==> config.mk <==
export PLATFORM = sky130hd
export DESIGN_NAME = connect_box_rv_flat
export DESIGN_NICKNAME = d
export VERILOG_FILES = /design/src/rtl/connect_box_rv_pkg.sv /design/src/rtl/connect_box_rv_if.sv /design/src/rtl/connect_box_rv_fifo.sv /design/src/rtl/connect_box_rv.sv /design/src/flat_wrapper.sv
export SDC_FILE = /design/constraint.sdc
export NUM_CORES = 1
export LEC_CHECK = 0
export BUFFER_PORTS_ARGS = -buffer_cell sky130_fd_sc_hd__buf_2
export CORE_MARGIN = 10
export CORE_UTILIZATION = 35
export CTS_BUF_LIST = sky130_fd_sc_hd__clkbuf_2
export CTS_CLUSTER_DIAMETER = 60
export DETAILED_ROUTE_END_ITERATION = 8
export HOLD_SLACK_MARGIN = 0.12
export PLACE_DENSITY = 0.72
export SLEW_MARGIN = 30
export SYNTH_ARGS = -nofsm -noshare
export SYNTH_HDL_FRONTEND = slang
export SYNTH_SLANG_ARGS = --single-unit
==> constraint.sdc <==
create_clock -name clk -period 3.57 [get_ports clk]
set_input_delay 0.1785 -clock clk [delete_from_list [all_inputs] [get_ports clk]]
set_output_delay 0.1785 -clock clk [all_outputs]
set_load 0.01 [all_outputs]
==> src/rtl/connect_box_rv_pkg.sv <==
// Shared definitions for the ready-valid connection box: config field
// offsets, the config address and the config register layout.
package cb_rv_pkg;

  localparam int SEL_LSB   = 0;
  localparam int SEL_W     = 4;
  localparam int CONST_LSB = 4;
  localparam int CONST_W   = 16;
  localparam int COUNT_LSB = 24;
  localparam int COUNT_W   = 4;

  localparam logic [7:0] CFG_ADDR = 8'h00;

  typedef struct packed {
    logic [11:0] rsvd;
    logic [15:0] const_val;
    logic [3:0]  sel;
  } cfg_t;

endpackage

==> src/rtl/connect_box_rv_if.sv <==
// Track-side and core-side handshake bundle of the connection box.
// The box itself is the slave: it consumes tracks and produces the core input.
interface connect_box_rv_if #(
  parameter int WIDTH      = 16,
  parameter int NUM_TRACKS = 8
) ();

  logic [NUM_TRACKS*WIDTH-1:0] in_data;
  logic [NUM_TRACKS-1:0]       in_valid;
  logic [NUM_TRACKS-1:0]       in_ready;
  logic [WIDTH-1:0]            out;
  logic                        out_valid;
  logic                        out_ready;

  modport master (
    output in_data, in_valid, out_ready,
    input  in_ready, out, out_valid
  );

  modport slave (
    input  in_data, in_valid, out_ready,
    output in_ready, out, out_valid
  );

endinterface

==> src/rtl/connect_box_rv_fifo.sv <==
// cb_rv_fifo: DEPTH-entry synchronous FIFO with flush. No empty bypass:
// a pushed word is visible on dout the cycle after the push edge. When
// empty, dout holds the last popped word (zero after reset).
module cb_rv_fifo #(
  parameter int WIDTH = 16,
  parameter int DEPTH = 2
) (
  input  logic                       clk,
  input  logic                       reset,
  input  logic                       push,
  input  logic                       pop,
  input  logic                       flush,
  input  logic [WIDTH-1:0]           din,
  output logic [WIDTH-1:0]           dout,
  output logic                       full,
  output logic                       empty,
  output logic [$clog2(DEPTH):0]     count
);

  localparam int AW = $clog2(DEPTH);
  localparam int CW = AW + 1;

  logic [WIDTH-1:0] r_mem [DEPTH];
  logic [AW-1:0]    r_wr;
  logic [AW-1:0]    r_rd;
  logic [CW-1:0]    r_count;
  logic [WIDTH-1:0] r_last;
  logic             w_push;
  logic             w_pop;

  assign full   = (r_count == CW'(DEPTH));
  assign empty  = (r_count == '0);
  assign count  = r_count;
  assign w_push = push && !full;
  assign w_pop  = pop && !empty;
  assign dout   = empty ? r_last : r_mem[r_rd];

  // Storage write; flushed or reset entries are simply abandoned.
  always_ff @(posedge clk) begin
    if (w_push && !flush && !reset) begin
      r_mem[r_wr] <= din;
    end
  end

  // Pointers, occupancy and last-popped word; pointers wrap as DEPTH is 2^AW.
  always_ff @(posedge clk) begin
    if (reset) begin
      r_wr    <= '0;
      r_rd    <= '0;
      r_count <= '0;
      r_last  <= '0;
    end else if (flush) begin
      r_wr    <= '0;
      r_rd    <= '0;
      r_count <= '0;
    end else begin
      if (w_push) begin
        r_wr <= r_wr + 1'b1;
      end
      if (w_pop) begin
        r_rd   <= r_rd + 1'b1;
        r_last <= r_mem[r_rd];
      end
      if (w_push && !w_pop) begin
        r_count <= r_count + 1'b1;
      end else if (w_pop && !w_push) begin
        r_count <= r_count - 1'b1;
      end
    end
  end

endmodule

==> src/rtl/connect_box_rv.sv <==
// connect_box_rv: selects one of NUM_TRACKS ready-valid tracks (or, with
// CB_CONST_EN defined, a configured constant) into a DEPTH-entry FIFO that
// drives a tile input. Without CB_CONST_EN no constant register exists and
// sel==NUM_TRACKS behaves as "no source".
module connect_box_rv
  import cb_rv_pkg::*;
#(
  parameter int WIDTH      = 16,
  parameter int NUM_TRACKS = 8,
  parameter int DEPTH      = 2
) (
  input  logic                    clk,
  input  logic                    reset,
  input  logic [31:0]             config_addr,
  input  logic [31:0]             config_data,
  input  logic                    config_en,
  output logic [31:0]             read_data,
  connect_box_rv_if.slave         bus
);

  localparam int          CW        = $clog2(DEPTH) + 1;
  localparam logic [3:0]  CONST_SEL = 4'(NUM_TRACKS);

  logic                  w_cfg_wr;
  logic [3:0]            r_sel;
  logic [WIDTH-1:0]      w_const;
  logic                  w_src_valid;
  logic [WIDTH-1:0]      w_src_data;
  logic [NUM_TRACKS-1:0] w_ready;
  logic                  w_push;
  logic                  w_pop;
  logic                  w_full;
  logic                  w_empty;
  logic [CW-1:0]         w_count;
  logic [WIDTH-1:0]      w_dout;
  cfg_t                  w_cfg;
  logic                  w_unused;

  assign w_cfg_wr = config_en && (config_addr[7:0] == CFG_ADDR);
  assign w_unused = ^{config_addr[31:8], config_data, w_cfg.rsvd};

  // Track select register.
  always_ff @(posedge clk) begin
    if (reset) begin
      r_sel <= '0;
    end else if (w_cfg_wr) begin
      r_sel <= config_data[SEL_LSB +: SEL_W];
    end
  end

`ifdef CB_CONST_EN
  logic [WIDTH-1:0] r_const;

  // Constant-source value register.
  always_ff @(posedge clk) begin
    if (reset) begin
      r_const <= '0;
    end else if (w_cfg_wr) begin
      r_const <= config_data[CONST_LSB +: WIDTH];
    end
  end

  assign w_const = r_const;
`else
  assign w_const = '0;
`endif

  // Source mux: track sel, the constant, or nothing.
  always_comb begin
    w_src_valid = 1'b0;
    w_src_data  = '0;
    for (int unsigned i = 0; i < NUM_TRACKS; i++) begin
      if (r_sel == 4'(i)) begin
        w_src_valid = bus.in_valid[i];
        w_src_data  = bus.in_data[i*WIDTH +: WIDTH];
      end
    end
`ifdef CB_CONST_EN
    if (r_sel == CONST_SEL) begin
      w_src_valid = 1'b1;
      w_src_data  = w_const;
    end
`endif
  end

  // Ready fan-out: only the selected track, never from out_ready.
  always_comb begin
    w_ready = '0;
    for (int unsigned i = 0; i < NUM_TRACKS; i++) begin
      w_ready[i] = (r_sel == 4'(i)) && !w_full && !w_cfg_wr && !reset;
    end
  end

  assign w_push = w_src_valid && !w_full && !w_cfg_wr && !reset;
  assign w_pop  = !w_empty && bus.out_ready && !w_cfg_wr;

  assign bus.in_ready  = w_ready;
  assign bus.out_valid = !w_empty;
  assign bus.out       = w_dout;

  cb_rv_fifo #(
    .WIDTH (WIDTH),
    .DEPTH (DEPTH)
  ) u_fifo (
    .clk   (clk),
    .reset (reset),
    .push  (w_push),
    .pop   (w_pop),
    .flush (w_cfg_wr),
    .din   (w_src_data),
    .dout  (w_dout),
    .full  (w_full),
    .empty (w_empty),
    .count (w_count)
  );

  // Status readback: config fields plus FIFO occupancy.
  always_comb begin
    w_cfg           = '0;
    w_cfg.sel       = r_sel;
    w_cfg.const_val = 16'(w_const);
    read_data       = '0;
    read_data[CONST_LSB+CONST_W-1:0] = w_cfg[CONST_LSB+CONST_W-1:0];
    read_data[COUNT_LSB +: COUNT_W]  = 4'(w_count);
  end

endmodule

==> src/flat_wrapper.sv <==
// flat-port wrapper written by rule: the top's interface ports become plain ports
module connect_box_rv_flat import cb_rv_pkg::*;
#(
  parameter int WIDTH      = 16,
  parameter int NUM_TRACKS = 8,
  parameter int DEPTH      = 2
)
  (clk, reset, config_addr, config_data, config_en, read_data, bus_in_data, bus_in_valid, bus_out_ready, bus_in_ready, bus_out, bus_out_valid);
  connect_box_rv_if #(.WIDTH(WIDTH), .NUM_TRACKS(NUM_TRACKS)) bus_i ();
  input  logic clk;
  input  logic reset;
  input  logic [31:0] config_addr;
  input  logic [31:0] config_data;
  input  logic config_en;
  output logic [31:0] read_data;
  input wire logic [$bits(bus_i.in_data)-1:0] bus_in_data;
  input wire logic [$bits(bus_i.in_valid)-1:0] bus_in_valid;
  input wire logic [$bits(bus_i.out_ready)-1:0] bus_out_ready;
  output wire logic [$bits(bus_i.in_ready)-1:0] bus_in_ready;
  output wire logic [$bits(bus_i.out)-1:0] bus_out;
  output wire logic [$bits(bus_i.out_valid)-1:0] bus_out_valid;
  assign bus_i.in_data = bus_in_data;
  assign bus_i.in_valid = bus_in_valid;
  assign bus_i.out_ready = bus_out_ready;
  assign bus_in_ready = bus_i.in_ready;
  assign bus_out = bus_i.out;
  assign bus_out_valid = bus_i.out_valid;
  connect_box_rv #(.WIDTH(WIDTH), .NUM_TRACKS(NUM_TRACKS), .DEPTH(DEPTH)) u_core (.clk(clk), .reset(reset), .config_addr(config_addr), .config_data(config_data), .config_en(config_en), .read_data(read_data), .bus(bus_i));
endmodule
### After elaboration in Yosys (flattened, before gate mapping)

Memory sizes are Yosys's and may differ from the RTL's. A register that Yosys moved wholly into a read port is not among the register bits.
Cells that the tools add are included.

* flip-flop bits (word level): 24
* RAM bits: 32
* input bits: 204
* bits in latches: 0
* memories kept: 1
* word-level logic and storage cells: 90
* ROM bits: 0

* shifts and indexed selects: 0
* order comparisons: 0
* multiplexer cells: 23
* divide/modulo/power cells: 0
* eq/ne operators: 8
* multiply operators: 0
* reductions and logical operators: 48
* bitwise operators: 1
* add/sub/neg operators: 4

Memories
* u_core.u_fifo.r_mem: words 2, bits a word 16, rd ports 1, clocked after Yosys merged registers in 1, write ports 1, RTL line connect_box_rv_fifo.sv:23 `logic [WIDTH-1:0] r_mem [DEPTH];`

Operator list (count)
* $mux W16: 9
* $logic_and A1 B1 Y1: 36
* $eq A4 B3 Y1 const B: 4
* $mux W1: 12
* $eq A4 B2 Y1 const B: 2
* $logic_not A8 Y1: 1
* $logic_not A1 Y1: 6
* $eq A4 B1 Y1 const B: 1
* $logic_not A4 Y1: 1
* $mux W2: 2
* $add A1 B1 Y1 const B: 2
* $add A2 B1 Y2 const B: 1
* $eq A2 B2 Y1 const B: 1
* $logic_not A2 Y1: 1
* $reduce_and A2 Y1: 1
* $reduce_bool A2 Y1: 1
* $reduce_or A2 Y1: 1
* $sub A2 B1 Y2 const B: 1
* $not A1 Y1: 1

### Depth between registers and ports, before layout

Gate-level depths: netlist of the first run.

* depth in word-level cells: 17
* gate-level depth with buffers: 12

### Hierarchy

Synthesis of the first run repeated with hierarchy kept, for this count alone.

* cell total of the unflattened synthesis: 436
* area, all modules: 4021.4 µm²

By module, submodules not included
* cb_rv_fifo: cells each 187, area an instance 2164.6 µm², times used 1
* connect_box_rv: cells each 249, area an instance 1856.8 µm², times used 1

### Least setup slack after synthesis of the first run

No wires, ideal clock.

* kind: reg2reg
* from: reg u_core.r_sel[3]
* to: mem u_core.u_fifo.r_mem[0][0] (enable)
* buffers on the path: 1
* stages on the path, launching flop included: 6
* arrival time: 2.665 ns
* slack: 0.475 ns
* required time: 3.140 ns
* cells stage by stage: dfxtp_1 > nand2b_4 > or2_1 > buf_2 > o22ai_2 > nor4_1

* cells in the longest elaborated chain, start to end: 17

RTL lines
* start, declared: RTL line connect_box_rv.sv:25 `logic [3:0] r_sel;`
* start signal, assigned: RTL line connect_box_rv.sv:47 `r_sel <= config_data[SEL_LSB +: SEL_W];`
* $logic_not A4 Y1: RTL line connect_box_rv.sv:73 `if (r_sel == 4'(i)) begin`
* $mux W1 (7 in series): RTL line connect_box_rv.sv:73
* $mux W1 (*): RTL line connect_box_rv.sv:73
* $logic_and A1 B1 Y1 (*) (3 in series): RTL line connect_box_rv.sv:94 `assign w_push = w_src_valid && !w_full && !w_cfg_wr && !reset;`
* $logic_and A1 B1 Y1 (*): RTL line connect_box_rv_fifo.sv:34 `assign w_push = push && !full;`
* $logic_and A1 B1 Y1 (*) (2 in series): RTL line connect_box_rv_fifo.sv:40 `if (w_push && !flush && !reset) begin`
* $mux W1 (*): RTL line connect_box_rv_fifo.sv:40
* $mux W1 (not written as such) (*): RTL line connect_box_rv_fifo.sv:41 `r_mem[r_wr] <= din;`
* end, declared: RTL line connect_box_rv_fifo.sv:23

Every way passes the cells marked *; elsewhere a longest branch is shown, timed or not.

### Worst setup path in the final report of the first run

* from: reg u_core.r_sel[0]
* to: mem u_core.u_fifo.r_mem[1][9], data pin

* cells in the longest elaborated chain, start to end: 9

RTL lines
* $logic_not A4 Y1: RTL line connect_box_rv.sv:73
* $mux W16 (7 in series): RTL line connect_box_rv.sv:73
* $mux W16 (*): RTL line connect_box_rv.sv:73
* net u_core.u_fifo.din[9]: RTL line connect_box_rv_fifo.sv:13 `input logic [WIDTH-1:0] din,`

Mark *: on every way through the listed nets, which the timed path passes. The rest lies on a longest branch.

==> out/metrics.csv, run 1 <==
metric,value,unit
CTS tree,done,
deepest clock path buffer count,2,
drt drc,0,
slew margin rel.,39.71,%
critical path peak fanout,33,
Worst-path clk slew,0.18,ns
CP Cell Sequence,buf_4 > nor3_1 > a222oi_1 > dlygate4sd3_1 > nand2_1 > dlygate4sd3_1,
I/O Pins,261,
most frequent cell after synthesis,nor2_1,
Final Util,49.24,%
post-DP HPWL,11410,um
Synth cell types,51,
unrepaired setup endpoints after global routing,no,
TNS Setup,0,ns
maximum VDD drop,0.4568,mV
worst hold start,reset,
critical path required time,3.81,ns
all-layer global routing usage,16.73,%
"wirelength, routed",14150,um
postcts setup bufs,0,
Antenna Nets Post-Route,0,
worst setup path startpoint,u_core.r_sel[0],
register bit total from synthesis,57,
number of global-route vias before repair,4181,
# diodes,0,
top post-synthesis cells by count,"nor2_1, a21oi_1, mux2i_1, edfxtp_1, nand2_1",
drt initial violations,253,
Vias/cell,5.036,
Layout area overhead,36.60,%
Port Buf Inserts,182,
Max Cap Viol,0,
average cell area after synthesis,9.214,um2
Die Ht,125.9,um
CTS sink cnt,57,
slowest CP cell,dfxtp_2,
die width,125.9,um
worst hold margin,0.1646,ns
worst setup margin,0.4133,ns
clk_skew,0.03286,ns
initial antenna violation count,1,
Post-Syn Instances,426,
final count of hold timing violations,0,
die area,15850,um2
cts hold-fix bufs,37,
CTS Buf Count,9,
clk_lat worst skew,0.48,ns
Starting Density,36.05,%
GRT Residual Overflow,0,
fillers,1004,
# placed instances,724,
worst r2r src,u_core.r_sel[0],
dpl ws,0.9667,ns
Final Non-Filler Cells,777,
CTS H-Tree Depth,3,
fin nets,837,
Synth warnings,0,
PD cells,464.9,nW/um2
final setup violation count,0,
largest area contributor in the synthesized netlist,edfxtp_1,
Crit Path Category,flip-flop to flip-flop,
fmax,0.3168,GHz
FP Rows,38,
register area share after synthesis,37.23,%
first-pass GRT wire length,21710,um
most frequent CP cell,dlygate4sd3_1,
worst hold path class,input port to flip-flop,
Vias,3913,
CTS resizes,0,
Post-synth EDFFs,32,
DR pass1 iterations,5,
Synth area leaders,"edfxtp_1, dfxtp_1, mux2i_1, nor2_1, buf_4",
Leak,2.350,nW
CTS root buf,clkbuf_2,
CP arrival,3.40,ns
Synth Cell Area,3925,um2
asr flop ratio synth,0,%
status,"finished, final reports clean",
Slew @ Worst Pin,0.9031,ns
Core Footprint,10890,um2
Slew Limit Fails,0,
area share of the largest cell type after synthesis,24.48,%
minimum clock period,3.157,ns
share of cells above drive strength 1,38.15,%
largest net degree at the start of global routing,35,
Synth Flop Type,edfxtp_1,
WL/cell,18.22,um
crit end category,flip-flop,
GPL Wtd Cong,0.8373,
Critical Path Max Stage Delay,0.90,ns
Worst setup SP type,flip-flop,
period utilisation layout,88.42,%
-- worst max-delay path, delay by kind of cell, from the launching register on --
kind | cells | cell delay (ns)
flops | 1 | 0.90
buf+inv | 3 | 1.50
simple gates | 2 | 0.17
compound gates | 1 | 0.33
-- final timing paths --
path,end,slack (ns),cells past startpoint
max,u_core.u_fifo.r_mem[1][9],0.41,6
min,u_core.r_sel[3],0.16,2
max reg2reg,u_core.u_fifo.r_mem[1][9],0.41,6
min reg2reg,u_core.u_fifo.r_rd,0.53,2
-- cells in the final DEF (no fill, tap or decap), drive strengths merged, types with 5 or more instances in the layout --
| cell | n |
|---|---|
| a211oi | 20 |
| a21o | 5 |
| a21oi | 37 |
| a22oi | 6 |
| buf | 193 |
| clkbuf | 9 |
| conb | 26 |
| dfxtp | 25 |
| dlygate4sd3 | 37 |
| edfxtp | 32 |
| inv | 7 |
| mux2i | 35 |
| nand2 | 31 |
| nand2b | 11 |
| nor2 | 65 |
| nor2b | 9 |
| nor3 | 10 |
| nor4 | 8 |
| o21ai | 14 |
| o221ai | 6 |
| o22ai | 11 |
-- power breakdown --
part	leakage (nW)	internal, mW	switching [mW]
registers	0.499	0.800	0.0777
logic	1.75	0.446	0.597
clock network	0.0971	0.310	0.262
total	2.35	1.56	0.937
-- cell type report --
class / count / area, um2 / area share, %
multi-input cells: 329 / 2170 / 40.47
repair buffers: 230 / 1364 / 25.44
clock buffers: 9 / 45.04 / 0.8401
well taps: 140 / 175.2 / 3.267
flip-flops and latches: 57 / 1464 / 27.30
clock inverters: 7 / 125.1 / 2.334
inverters: 5 / 18.77 / 0.3501
-- per-stage QoR --
step	power [mW]	area, um2
floorplan	1.566	4019
global placement	1.873	4821
detailed placement	1.910	4821
CTS	2.507	5361
global route	2.663	5361
finish	2.492	5361
-- cell families (layout without fill, tap and decap cells) --
| kind of cell | after synthesis | in the layout | synth area share, % |
|---|---|---|---|
| compound gates | 108 | 108 | 20.27 |
| xor+xnor | 4 | 4 | 0.8927 |
| fa+ha+maj | 1 | 1 | 0.3187 |
| buf+inv | 65 | 251 | 10.26 |
| flops | 57 | 57 | 37.23 |
| mux | 41 | 41 | 11.60 |
| other cells | 1 | 26 | 0.09554 |
| simple gates | 149 | 149 | 19.32 |
-- metal layers --
| metal | vias to the layer above | track usage [%] | part of all wire [%] |
|---|---|---|---|
| met2 | 163 | 29.71 | 51 |
| met4 | 2 | 3.684 | 0.97 |
| met5 | - | 0 | 0.049 |
| met1 | 1823 | 19.36 | 41 |
| li1 | 1913 | - | - |
| met3 | 12 | 4.908 | 7.3 |
-- flip-flops by register name, indices dropped and copies added (netlist names), named ones only --
| name | count |
|---|---|
| u_core.u_fifo.r_mem | 32 |
| u_core.u_fifo.r_wr | 1 |
| u_core.u_fifo.r_rd | 1 |
| u_core.u_fifo.r_last | 16 |
| u_core.u_fifo.count | 2 |
| u_core.r_sel | 4 |
No activity file was read; power rests on OpenSTA's default activity.
==> run 2: changes to the inputs <==
--- a/config.mk
+++ b/config.mk
@@ -11,3 +11,2 @@
 export CTS_BUF_LIST = sky130_fd_sc_hd__clkbuf_2
-export CTS_CLUSTER_DIAMETER = 60
 export DETAILED_ROUTE_END_ITERATION = 8
==> constraint.sdc (replaced) <==
create_clock -name clk -period 3.57 [get_ports clk]
set_input_delay 0.357 -clock clk [delete_from_list [all_inputs] [get_ports clk]]
set_output_delay 0.357 -clock clk [all_outputs]
set_load 0.01 [all_outputs]
==> run 2 against run 1 <==
- fmax grew 7.0%
- first-iteration DRC count shrank 6.7%
- sequential cell count is the same
==> out/metrics.csv, run 2 (synthesis gave the netlist of run 1 again) <==
metric,value,unit,change
Worst-path clk slew,0.18,ns,about the same
status,"finished, final reports clean",,
final count of hold timing violations,0,,unchanged
Vias/cell,5.071,,+0.69%
Starting Density,36.05,%,unchanged
max FFs per register,32,,unchanged
number of global-route vias before repair,4076,,-2.5%
Slew Limit Fails,0,,unchanged
postcts setup bufs,0,,unchanged
worst hold path class,input port to flip-flop,,
post-DP HPWL,11290,um,-1.1%
CTS tree,done,,
worst setup margin,0.6188,ns,+0.2055 ns
worst r2r src,u_core.r_sel[1],,
Vias,3788,,-3.2%
maximum VDD drop,0.3409,mV,-25%
Final Non-Filler Cells,747,,-3.9%
Worst setup SP type,flip-flop,,
dpl ws,0.8721,ns,-0.09453 ns
minimum clock period,2.951,ns,-0.2055 ns
Combinational Power Share,42.4,%,+0.5 points
drt drc,0,,unchanged
slowest CP cell,dfxtp_2,,
Die Ht,125.9,um,unchanged
Port Buf Inserts,182,,unchanged
critical path peak fanout,33,,unchanged
worst hold start,bus_in_data[116],,
unrepaired setup endpoints after global routing,no,,
largest registers,"u_core.u_fifo.r_mem: 32 flops, u_core.u_fifo.r_last: 16 flops, u_core.r_sel: 4 flops",,
CP arrival,2.59,ns,-0.81 ns
"commonest cells after routing, fill and taps aside","buf_2, nor2_1, a21oi_1",,
deepest clock path buffer count,2,,unchanged
Core Footprint,10890,um2,unchanged
Layout area overhead,27.99,%,
first-pass GRT wire length,21000,um,-3.3%
die area,15850,um2,unchanged
Leak,2.205,nW,-6.2%
Total Power Consumption,2.396,mW,-3.9%
"most common cell after layout, fill and taps aside",buf_2,,
CTS H-Tree Depth,3,,unchanged
initial antenna violation count,2,,+1
R2R Setup Slk,0.68,ns,+0.27 ns
"Buf+Inv Stages, Crit Path",2,,-1
Largest Register,u_core.u_fifo.r_mem,,
slew margin rel.,26.68,%,-13 points
Antenna Nets Post-Route,0,,unchanged
TNS Setup,0,ns,unchanged
die width,125.9,um,unchanged
"wirelength, routed",13950,um,-1.4%
fmax,0.3388,GHz,+7.0%
drt initial violations,236,,-6.7%
CTS root buf,clkbuf_2,,
Psw,929.6,uW,-0.74%
Max Cap Viol,0,,unchanged
CTS resizes,0,,unchanged
clk_lat worst skew,0.47,ns,about the same
Critical Path Max Stage Delay,0.91,ns,about the same
I/O Pins,261,,unchanged
Slew @ Worst Pin,1.072,ns,+0.1690 ns
CTS Buf Count,9,,unchanged
Crit Path Category,flip-flop to output port,,
worst setup path startpoint,u_core.r_sel[0],,
# placed instances,724,,unchanged
largest net degree at the start of global routing,35,,unchanged
GPL Wtd Cong,0.8657,,+3.4%
Sw Share,38.81,%,+1.2 points
FP Rows,38,,unchanged
share of cells above drive strength 1,40.17,%,+2.0 points
critical path required time,3.21,ns,-0.60 ns
fin nets,805,,-3.8%
CTS sink cnt,57,,unchanged
final setup violation count,0,,unchanged
all-layer global routing usage,16.19,%,-0.53 points
part of the power in registers,36.7,%,+1.5 points
clock network fraction of total power,21.0,%,-1.9 points
PD cells,476.9,nW/um2,+2.6%
GRT Residual Overflow,0,,unchanged
WL/cell,18.67,um,+2.5%
Cell Int Power,1.466,mW,-5.8%
clk_skew,0.01790,ns,-0.01496 ns
CP top delay family,flip-flops,,
DR pass1 iterations,4,,-1
period utilisation layout,82.67,%,-5.8 points
CP Cell Sequence,buf_4 > or3_1 > nor2_1 > buf_2,,
crit end category,output port,,
-- run 2: per-layer routing --
metal / wire, um / share of wire, % / GRT usage [%]
met5: 7 / 0.050 / 0
met4: 279 / 2.0 / 5.157
met3: 1063 / 7.6 / 4.950
met2: 6952 / 50 / 27.51
met1: 5647 / 40 / 19.06
-- run 2: final cells by class --
cell class,count,area (um2)
Inverter,5,18.77
Multi-Input combinational cell,329,2170
Timing Repair Buffer,198,1044
Fill cell,1061,5864
Sequential cell,57,1464
Tap cell,140,175.2
Clock buffer,9,45.04
Clock inverter,7,102.6
Antenna cell,2,5.005
-- run 2: repair_timing --
action | CTS | global route
endpoints found under the setup margin | 0 | 0
endpoints found under the hold margin | 6 | 0
hold buffers | 5 | 0
-- run 2: metrics by stage --
step	area (um2)	utilization, %	hold WS [ns]
floorplan	4019	-	0.4725
global placement	4821	44.28	0.4837
detailed placement	4821	44.28	0.4923
CTS	5019	46.09	0.1323
global route	5021	46.12	0.1262
finish	5024	46.14	0.1760
-- run 2: worst paths after layout --
check / end / cells after the start
worst min register to register: u_core.u_fifo.r_rd / 2
worst max-delay path: bus_in_ready[6] / 4
worst max register to register: u_core.u_fifo.r_mem[1][2] / 5
worst min-delay path: u_core.u_fifo.r_mem[1][4] / 3
-- run 2: power groups by stage --
stage	combinational (mW)	clock [mW]	sequential, mW
after floorplan	0.707	0	0.859
after global placement	0.987	0	0.886
after detailed placement	1.01	0	0.894
after CTS	1.02	0.509	0.879
after global routing	1.13	0.545	0.889
final	1.01	0.502	0.879
-- run 2: tightest hold or removal path, cell delays in order --
cell	delay, ns
buf_2	0.08
nand2_1	0.04
nand2_1	0.07
==> run 3: changes to the inputs <==
- clock period: 3.57 -> 2.9 ns (I/O delays scaled with it)
==> run 3 against run 2 <==
- sequential cell count unchanged
- global-route usage increased by 0.58 points
- worst hold slack improved by 0.011 ns
- worst setup slack got worse by 0.34 ns
- largest power group unchanged
- cell count increased by 1.7%
- critical endpoint unchanged
- clock skew increased by 0.023 ns
- combinational power increased by 30%
- register-to-register slack got worse by 0.31 ns
==> out/metrics.csv, run 3 (synthesis gave the netlist of run 1 again) <==
metric,value,unit,change
largest registers,"u_core.u_fifo.r_mem: 32 flops, u_core.u_fifo.r_last: 16 flops, u_core.r_sel: 4 flops",,
Leak,2.244,nW,+1.7%
minimum clock period,2.618,ns,
number of global-route vias before repair,3995,,-2.0%
final setup violation count,0,,unchanged
clk_skew,0.04084,ns,+0.02294 ns
Max Cap Viol,0,,unchanged
CP arrival,2.33,ns,-0.26 ns
fmax,0.3820,GHz,
period utilisation layout,90.28,%,
die width,125.9,um,unchanged
worst setup margin,0.2819,ns,-0.3369 ns
PD cells,540.9,nW/um2,+13%
post-DP HPWL,11430,um,+1.3%
GPL Wtd Cong,0.8569,,-1.0%
"most common cell after layout, fill and taps aside",buf_2,,
GRT Residual Overflow,0,,unchanged
Crit Path Category,flip-flop to output port,,
critical path required time,2.61,ns,-0.60 ns
crit end category,output port,,
"wirelength, routed",14090,um,+1.0%
share of cells above drive strength 1,39.52,%,-0.65 points
all-layer global routing usage,16.78,%,+0.58 points
DP Area,4843,um2,+0.47%
drt initial violations,217,,-8.1%
Vias/cell,5.066,,-0.10%
fin nets,820,,+1.9%
WL/cell,18.54,um,-0.70%
Slew Limit Fails,0,,unchanged
first-pass GRT wire length,21510,um,+2.5%
critical path peak fanout,15,,-55%
deepest clock path buffer count,2,,unchanged
Worst setup SP type,flip-flop,,
drt drc,0,,unchanged
dpl ws,0.4885,ns,-0.3837 ns
Final Util,46.91,%,+0.77 points
"commonest cells after routing, fill and taps aside","buf_2, nor2_1, a21oi_1",,
# diodes,0,,-2
Worst-path clk slew,0.20,ns,+0.02 ns
# placed instances,727,,+0.41%
CTS tree,done,,
Largest Register,u_core.u_fifo.r_mem,,
CTS root buf,clkbuf_2,,
final count of hold timing violations,0,,unchanged
Final Non-Filler Cells,760,,+1.7%
CTS H-Tree Depth,3,,unchanged
Port Buf Inserts,182,,unchanged
CTS resizes,0,,unchanged
Layout area overhead,30.12,%,
die area,15850,um2,unchanged
Core Footprint,10890,um2,unchanged
unrepaired setup endpoints after global routing,no,,
Vias,3850,,+1.6%
CTS sink cnt,57,,unchanged
worst hold margin,0.1873,ns,+0.01131 ns
slew margin rel.,32.38,%,+5.7 points
Die Ht,125.9,um,unchanged
status,"finished, final reports clean",,
Slew @ Worst Pin,0.9888,ns,-0.08330 ns
Starting Density,36.05,%,unchanged
worst hold path class,input port to flip-flop,,
Total Power Consumption,2.762,mW,+15%
clk_lat worst skew,0.48,ns,about the same
I/O Pins,261,,unchanged
DR pass1 iterations,5,,+1
max FFs per register,32,,unchanged
CTS Buf Count,9,,unchanged
R2R Setup Slk,0.37,ns,-0.31 ns
initial antenna violation count,1,,-1
Final Cell Area,5107,um2,+1.7%
maximum VDD drop,0.3967,mV,+16%
largest net degree at the start of global routing,35,,unchanged
FP Rows,38,,unchanged
TNS Setup,0,ns,unchanged
Antenna Nets Post-Route,0,,unchanged
==> run 3: cell types whose count changed in the layout (fill, tap and decap cells not counted) <==
cell	before	now
dlygate4sd3_1	5	17
buf_4	11	14
bufinv_16	2	0
clkinv_2	0	2
diode_2	2	0
inv_6	2	0
a2111oi_0	3	2
a2111oi_1	0	1
clkinv_1	0	1
clkinv_4	2	3
==> run 3: final timing paths <==
path                                             endpoint  cells past startpoint          startpoint
worst min register to register                  flip-flop                      2  u_core.u_fifo.r_rd
worst min-delay path            u_core.u_fifo.r_mem[0][3]                      3    bus_in_data[115]
worst max-delay path                      bus_in_ready[6]                      4     u_core.r_sel[2]
worst max register to register     u_core.u_fifo.count[1]                      8     u_core.r_sel[2]
==> run 3: area by class of cell <==
cell class | count | area, um2
Fill cell | 1046 | 5781
Multi-Input combinational cell | 329 | 2171
Sequential cell | 57 | 1464
Timing Repair Buffer | 213 | 1186
Tap cell | 140 | 175.2
Clock inverter | 7 | 47.55
Clock buffer | 9 | 45.04
Inverter | 5 | 18.77
==> run 3: layer usage <==
layer,share of wire [%],wire [um],track usage [%]
met1,41,5810,20.00
met2,51,7128,29.01
met3,7.0,989,4.782
met4,1.1,153,4.086
met5,0.092,13,0
==> run 3: where the power goes <==
group          switching, mW  leakage, nW  internal (mW)
Clock                  0.300       0.0593          0.111
Sequential            0.0591        0.499          0.985
Combinational          0.771         1.69          0.536
Total                   1.13         2.24           1.63
==> run 3: timing repair <==
action / 4_1_cts / 5_1_grt
hold buffers: 15 / 2
setup buffers: 0 / 0
endpoints found under the hold margin: 20 / 3
==> run 3: worst max-delay path, stage by stage (launching register included) <==
cell and delay (ns):
dfxtp_1 0.66, nand2_1 0.19, or3_1 0.66, nor2_1 0.18, buf_2 0.16
